$ cat config.mk
export PLATFORM = sky130hd
export DESIGN_NAME = tcb_lib_arbitrated_mux
export DESIGN_NICKNAME = d
export VERILOG_FILES = /design/src/rtl/tcb_pkg.sv /design/src/rtl/tcb_lib_prio_arbiter.sv /design/src/rtl/tcb_lib_arbitrated_mux.sv
export SDC_FILE = /design/constraint.sdc
export NUM_CORES = 1
export LEC_CHECK = 0
export CORE_AREA = 3 3 161 163
export DETAILED_ROUTE_END_ITERATION = 8
export DIE_AREA = 0 0 164 166
export GPL_TIMING_DRIVEN = 0
export PLACE_DENSITY = 0.53
export SLEW_MARGIN = 5
export SYNTH_ARGS = -nofsm -noshare
export SYNTH_HDL_FRONTEND = slang
export SYNTH_SLANG_ARGS = --single-unit
$ cat constraint.sdc
create_clock -name clk -period 2.09 [get_ports clk]
set_input_delay 0.418 -clock clk [delete_from_list [all_inputs] [get_ports clk]]
set_output_delay 0.418 -clock clk [all_outputs]
set_load 0.005 [all_outputs]
$ cat src/rtl/tcb_pkg.sv
// Shared TCB types: request/response field bundles and the per-port priority type.
package tcb_pkg;

    localparam int unsigned TCB_ADR = 32;
    localparam int unsigned TCB_DAT = 32;
    localparam int unsigned TCB_SLW = 8;
    localparam int unsigned TCB_BEN = TCB_DAT / TCB_SLW;

    // Priority value of one manager port; lower value wins.
    typedef int unsigned prio_t;

    typedef struct packed {
        logic               wen;
        logic [TCB_ADR-1:0] adr;
        logic [TCB_BEN-1:0] ben;
        logic [TCB_DAT-1:0] wdt;
    } tcb_req_t;

    typedef struct packed {
        logic [TCB_DAT-1:0] rdt;
        logic               err;
    } tcb_rsp_t;

endpackage

$ cat src/rtl/tcb_lib_prio_arbiter.sv
// Combinational fixed-priority arbiter: picks the valid port with the lowest
// priority value, lower index on ties, index 0 when nothing is valid.
module tcb_lib_prio_arbiter
    import tcb_pkg::*;
#(
    parameter int unsigned SPN = 3,
    parameter int unsigned SPL = $clog2(SPN),
    parameter prio_t       PRI [SPN-1:0] = '{2, 1, 0}
) (
    input  logic [SPN-1:0] vld_i,
    output logic [SPL-1:0] sel_o
);

    logic  found;
    prio_t best;

    // NOTE: every variable gets a default before the loop so no path leaves
    // it unassigned, which would otherwise infer a latch.
    always_comb begin
        sel_o = '0;
        found = 1'b0;
        best  = '0;
        // Strict less-than keeps the earlier (lower) index on equal priority.
        for (int unsigned i = 0; i < SPN; i++) begin
            if (vld_i[i] && (!found || PRI[i] < best)) begin
                found = 1'b1;
                best  = PRI[i];
                sel_o = SPL'(i);
            end
        end
    end

endmodule

$ cat src/rtl/tcb_lib_arbitrated_mux.sv
// Arbitrated TCB multiplexer: SPN managers share one subordinate; responses come
// back DLY cycles after each transfer and are steered to the issuing port.
module tcb_lib_arbitrated_mux
    import tcb_pkg::*;
#(
    parameter int unsigned ADR = TCB_ADR,
    parameter int unsigned DAT = TCB_DAT,
    parameter int unsigned SLW = TCB_SLW,
    parameter int unsigned BEN = DAT / SLW,
    parameter int unsigned DLY = 1,
    parameter int unsigned SPN = 3,
    parameter int unsigned SPL = $clog2(SPN),
    parameter prio_t       PRI [SPN-1:0] = '{2, 1, 0}
) (
    input  logic               clk,
    input  logic               rst,
    // manager-side ports
    input  logic [SPN-1:0]     sub_vld,
    input  logic [SPN-1:0]     sub_wen,
    input  logic [SPN*ADR-1:0] sub_adr,
    input  logic [SPN*BEN-1:0] sub_ben,
    input  logic [SPN*DAT-1:0] sub_wdt,
    output logic [SPN-1:0]     sub_rdy,
    output logic [SPN*DAT-1:0] sub_rdt,
    output logic [SPN-1:0]     sub_err,
    // subordinate-side port
    output logic               man_vld,
    output logic               man_wen,
    output logic [ADR-1:0]     man_adr,
    output logic [BEN-1:0]     man_ben,
    output logic [DAT-1:0]     man_wdt,
    input  logic               man_rdy,
    input  logic [DAT-1:0]     man_rdt,
    input  logic               man_err,
    // observation
    output logic [SPL-1:0]     sel
);

    tcb_req_t       req;
    tcb_rsp_t       rsp;
    logic           xfer;
    logic           rsp_vld;
    logic [SPL-1:0] rsp_sel;

    tcb_lib_prio_arbiter #(
        .SPN (SPN),
        .SPL (SPL),
        .PRI (PRI)
    ) u_arbiter (
        .vld_i (sub_vld),
        .sel_o (sel)
    );

    // Request multiplexer
    always_comb begin
        req = '0;
        for (int unsigned i = 0; i < SPN; i++) begin
            if (sel == SPL'(i)) begin
                req.wen = sub_wen[i];
                req.adr = sub_adr[i*ADR +: ADR];
                req.ben = sub_ben[i*BEN +: BEN];
                req.wdt = sub_wdt[i*DAT +: DAT];
            end
        end
    end

    assign man_vld = |sub_vld;
    assign man_wen = req.wen;
    assign man_adr = req.adr;
    assign man_ben = req.ben;
    assign man_wdt = req.wdt;

    // Only the granted, valid port sees ready; losers simply wait.
    always_comb begin
        sub_rdy = '0;
        for (int unsigned i = 0; i < SPN; i++) begin
            sub_rdy[i] = man_rdy & sub_vld[i] & (sel == SPL'(i));
        end
    end

    assign xfer = man_vld & man_rdy;

    if (DLY == 0) begin : g_comb
        assign rsp_vld = xfer;
        assign rsp_sel = sel;
    end else begin : g_pipe
        logic           rsp_vld_d;
        logic [SPL-1:0] rsp_sel_d;
        logic [DLY-1:0] rsp_vld_q;
        logic [SPL-1:0] rsp_sel_q [DLY];

        assign rsp_vld_d = xfer;
        assign rsp_sel_d = sel;

        // NOTE: state is updated with non-blocking assignments so every stage
        // samples the previous stage's old value, giving a true shift register.
        // NOTE: the index stages are reset along with the valids, keeping the
        // response steering X-free straight out of reset.
        always_ff @(posedge clk) begin
            if (rst) begin
                rsp_vld_q <= '0;
                for (int unsigned s = 0; s < DLY; s++) begin
                    rsp_sel_q[s] <= '0;
                end
            end else begin
                rsp_vld_q[0] <= rsp_vld_d;
                rsp_sel_q[0] <= rsp_sel_d;
                for (int unsigned s = 1; s < DLY; s++) begin
                    rsp_vld_q[s] <= rsp_vld_q[s-1];
                    rsp_sel_q[s] <= rsp_sel_q[s-1];
                end
            end
        end

        assign rsp_vld = rsp_vld_q[DLY-1];
        assign rsp_sel = rsp_sel_q[DLY-1];
    end

    assign rsp = '{rdt: man_rdt, err: man_err};

    // Response demultiplexer: idle ports read zero.
    always_comb begin
        sub_rdt = '0;
        sub_err = '0;
        for (int unsigned i = 0; i < SPN; i++) begin
            if (rsp_vld && (rsp_sel == SPL'(i))) begin
                sub_rdt[i*DAT +: DAT] = rsp.rdt;
                sub_err[i]            = rsp.err;
            end
        end
    end

endmodule

======== After elaboration in Yosys (flattened, before gate mapping) ========
Memory sizes are Yosys's and may differ from the RTL's.
Index checks and enable logic that the tools add are counted.
W data, S select, Z words.
storage, ports and cells
  word-level logic and storage cells ...... 45
  output and inout port bits .............. 174
  input bits .............................. 246
  memories kept ........................... 1
  memory bits (writable) .................. 2
  register bits after elaboration ......... 1
memory list
  memory            depth  width  read ports  clocked after memory_dff  write ports  RTL line                      text
  g_pipe.rsp_sel_q  1      2      1           0                         1            tcb_lib_arbitrated_mux.sv:90  logic [SPL-1:0] rsp_sel_q [DLY];
cells by class
  multiplexer cells ....................... 19
  bitwise logic cells ..................... 7
  equality and inequality tests ........... 4
  $lt $le $gt $ge ......................... 1
  reduce and logical (&&, ||, !) cells .... 12
operators with widths
  kind                  number
  $mux W69              3
  $mux W32              3
  $mux W1               11
  $and A1 B1 Y1         7
  $logic_and A1 B1 Y1   5
  $eq A2 B1 Y1 const B  2
  $eq A2 B2 Y1 const B  2
  $logic_not A2 Y1      2
  $mux W2               2
  $reduce_or A3 Y1      1
  $logic_not A1 Y1      2
  $lt A2 B1 Y1 const A  1
  $reduce_or A2 Y1      1
  $logic_or A1 B1 Y1    1

======== Depth between registers and ports, before layout ========
  depth after elaboration ................. 12
  mapped depth ............................ 6
  gate-level depth less buffers ........... 3

======== By module ========
A second synthesis with hierarchy kept.
unflattened totals
  cell total of the unflattened synthesis .. 286
  area total of the unflattened synthesis .. 2280.9 um2
by module, submodules not included
  module                  instances  area an instance (um2)  cells each
  tcb_lib_arbitrated_mux  1          2262.2                  284
  tcb_lib_prio_arbiter    1          18.8                    2

======== Worst setup path before layout ========
No wires, ideal clock.
  kind .................................... input to output
  start point ............................. input sub_vld[2]
  end point ............................... output man_adr[22]
  arrival ................................. 1.096 ns
  slack ................................... 0.576 ns
  data required time ...................... 1.672 ns
  stages on the path ...................... 6
  path through ............................ nor2b_1 > buf_2 > buf_6 > buf_4 > nand3b_1 > nand3_1
between the ends
  cells in the longest elaborated chain, start to end .. 6
ends and longest elaborated chain
  item                     RTL line                      text
  start: declaration       tcb_lib_arbitrated_mux.sv:18  input logic [SPN-1:0] sub_vld,
  $logic_and A1 B1 Y1 (*)  tcb_lib_prio_arbiter.sv:25    if (vld_i[i] && (!found || PRI[i] < best)) begin
  $mux W2 (*)              tcb_lib_prio_arbiter.sv:25
  $logic_not A2 Y1         tcb_lib_arbitrated_mux.sv:58  if (sel == SPL'(i)) begin
  $mux W69 (2 in series)   tcb_lib_arbitrated_mux.sv:58
  $mux W69 (*)             tcb_lib_arbitrated_mux.sv:58
  end: declaration         tcb_lib_arbitrated_mux.sv:29  output logic [ADR-1:0] man_adr,
Every way passes the cells marked *; elsewhere a longest branch is shown, timed or not.

======== Worst setup path in the final report ========
  start point ............................. memory g_pipe.rsp_sel_q[0][1] in the netlist's numbering
  end point ............................... output sub_rdt[59]
between the ends
  cells in the longest elaborated chain, start to end .. 4
ends and longest elaborated chain
  item                 RTL line                       text
  start: declaration   tcb_lib_arbitrated_mux.sv:90
  $mem_v2 Z1 W2        n/a
  $eq A2 B1 Y1         tcb_lib_arbitrated_mux.sv:126  if (rsp_vld && (rsp_sel == SPL'(i))) begin
  $logic_and A1 B1 Y1  tcb_lib_arbitrated_mux.sv:126
  $mux W32             tcb_lib_arbitrated_mux.sv:126
  end: declaration     tcb_lib_arbitrated_mux.sv:24   output logic [SPN*DAT-1:0] sub_rdt,
No other way between the ends.

==> results.md <==
- Die W: between 150 and 200 um
- Max Cap Viol: 0
- Yosys Warn Count: 0
- DIE HEIGHT: 166 um
- NumNets Final: approximately 1100
- Vias per cell: 4.15
- Core Region: 24500 um^2
- Total power: approximately 1.7 mW
- I/O Pins: 420
- Slew HR: 75.4%
- Setup crit start: g_pipe.rsp_sel_q[0][1]
- Crit Path Max Fanout: 10
- Initial Util: 11.0%
- Post-synthesis instance area: between 2000 and 3000 um^2
- Final WL: ~22 mm
- EDFF count, synth: 0
- P_leak: 3.91 nW
- HP Class: input port to register
- First-pass GRT wire length: 31.9 mm
- Pwr/cell area: around 210 nW/um^2
- Worst Path Arrival: 1690 ps
- Tcrit/Tclk final: 101%
- Sequential element share of the synthesized area: between 2 and 2.5%
- Final setup vio count: 24
- Gpl congestion: 0.829
- Hold Buf Count CTS: 0
- Share of cells above drive strength 1: between 10% and 20%
- Worst vdd ir: ~0.20 mV
- Setup TNS: -170 ps
- Initial antenna violation count: 1
- Vias: 5058
- Top post-synthesis cells by area: and2_1 (24%), a22oi_1 (19%), nand3b_1 (19%), nand3_1 (13%), nand2_1 (9.8%)
- Status: finished with violations
- Reg clk slew, reported paths: 30 ps
- IO buf count: 419
- Post-synth top cells: and2_1 (102), nand2_1 (70), a22oi_1 (69), nand3_1 (69), nand3b_1 (69)
- Vias in the first global route: 5098
- Critical setup path kind: register to primary output
- Post-DP HPWL: 18.4 mm
- RSZ-0062 raised after global routing: yes
- Wire length per cell: 18.3 um
- Grt met3 use: under 10%
- Layout Utilization: about a third
- Top-count cell post-synth: and2_1
- Synth Register Bits: 3
- Avg Synthesized Cell Area: 6.12 um^2
- Endpoint class of the critical path: primary output
- CTS max path bufs: 2
- HP Start: man_rdy
- Final hold vios: 0
- Rows: 57
- Post-Layout Inst Area: 7970 um^2
- Number of antenna diodes: 0
- Area Overhead vs Synth: 196%
- Cell Area, Placed: 7290 um^2
- Hold slack: a little over 700 ps
- Worst path required time: 1670 ps
- Netlist cell types: 17
- Peak Freq: 475 MHz
- # DRC: 0
- H-Tree Depth: 1
- Gr usage total: 15.1%
- Async SR Flop Fraction: 0%
- Clk root buf: clkbuf_16
- Die ar.: 27200 um^2
- Slew Limit Fails: 0
- Busiest grt layer: met2
- Critical Path Start Type: register
- GRT met1 Usage: 16.7%
- Slew @ Worst Pin: 369 ps
- Pin count of the biggest net entering global routing: 11
- Fin crit period: 2110 ps
- Leading area contributor after synthesis: and2_1
- Pre-antenna DRT Iters: 5
- Final ANT Viol Nets: 0
- Area share of the largest cell type after synthesis: a little under a quarter
- 1st-iter DRT viols: 208
- Synthesized net count: 686
- CTS tree: built
- Number of buffers created by CTS: 3
- Overflow after GRT: 0
- Setup ws final: -17.4 ps
- Top FF cell, synth: dfxtp_1
- Mapped Cells: 440
- Violated checks: negative setup slack
- M2 GR Usage: 29.6%
- Sink Count: 3
[routing by layer]
metal | up-vias | part of all wire [%]
li1 | 2476 | -
met1 | 2303 | 37
met2 | 259 | 53
met3 | 18 | 8.5
met4 | 2 | 1.2
met5 | - | 0.045
[worst paths after layout]
check,end,slack [ps],depth (start not counted)
setup / recovery,sub_rdt[59],-20,4
hold / removal,g_pipe.rsp_vld_q,720,2
[registers in the layout, summed over array words and instances (netlist names)]
| name | flops |
|---|---|
| g_pipe.rsp_vld_q | 1 |
| g_pipe.rsp_sel_q | 2 |
[cell usage in the layout (no fill, tap or decap), types with 2 or more instances in the layout]
cell             count
buf_2               10
clkbuf_2            14
nand2_1             69
nand3b_1            69
clkbuf_8            10
a22oi_1             58
clkdlybuf4s15_1     12
dlygate4sd2_1       78
clkbuf_4             4
a22oi_2             11
nand3_1             68
dfxtp_4              2
clkdlybuf4s50_1    277
buf_4               22
buf_12               7
nor2_4               2
dlymetal6s2s_1      31
nor3b_4              2
clkbuf_1             4
clkbuf_16            3
and2_1             101
nor2b_1              2
buf_8                9
buf_6               19
[critical path: stages, from the launching register on]
cell	delay, ps
dfxtp_4	350
and3b_2	310
clkbuf_8	180
and2_1	130
clkdlybuf4s50_1	490
[final cells by class]
cell class | count | area (um^2)
tap | 324 | 405
fill | 2601 | 16500
sequential | 3 | 68.8
clock buffer | 4 | 78.8
multi-input combinational | 390 | 2470
buffer | 46 | 518
timing repair buffer | 451 | 4430
[kinds of logic (layout without fill, tap and decap cells)]
| group | count (synthesis) | after routing | share of synthesized area, % |
|---|---|---|---|
| AO/OA/AOI/OAI | 69 | 69 | 19.2 |
| buffers and inverters | 47 | 501 | 10.1 |
| AND/OR/NAND/NOR | 321 | 321 | 68.4 |
| flip-flops | 3 | 3 | 2.23 |
[stage by stage]
stage,setup slack [ps],std cells
2_1_floorplan,576,440
3_3_place_gp,-1200,1183
3_5_place_dp,-1170,1183
4_1_cts,-68.4,1212
5_1_grt,-89.6,1218
6_report,-17.4,1218
[power breakdown]
part	switching (mW)	total (mW)	internal, mW
logic	0.489	1.33	0.841
registers	0.00322	0.0620	0.0588
clock network	0.0496	0.301	0.251
[timing repair]
action	in CTS	in global routing
gates cloned	3	3
setup endpoints to repair	168	87
gates resized for setup	250	84
pin swaps	4	4
setup buffers	23	3
Note: power is estimated with default switching activity, not from simulation.
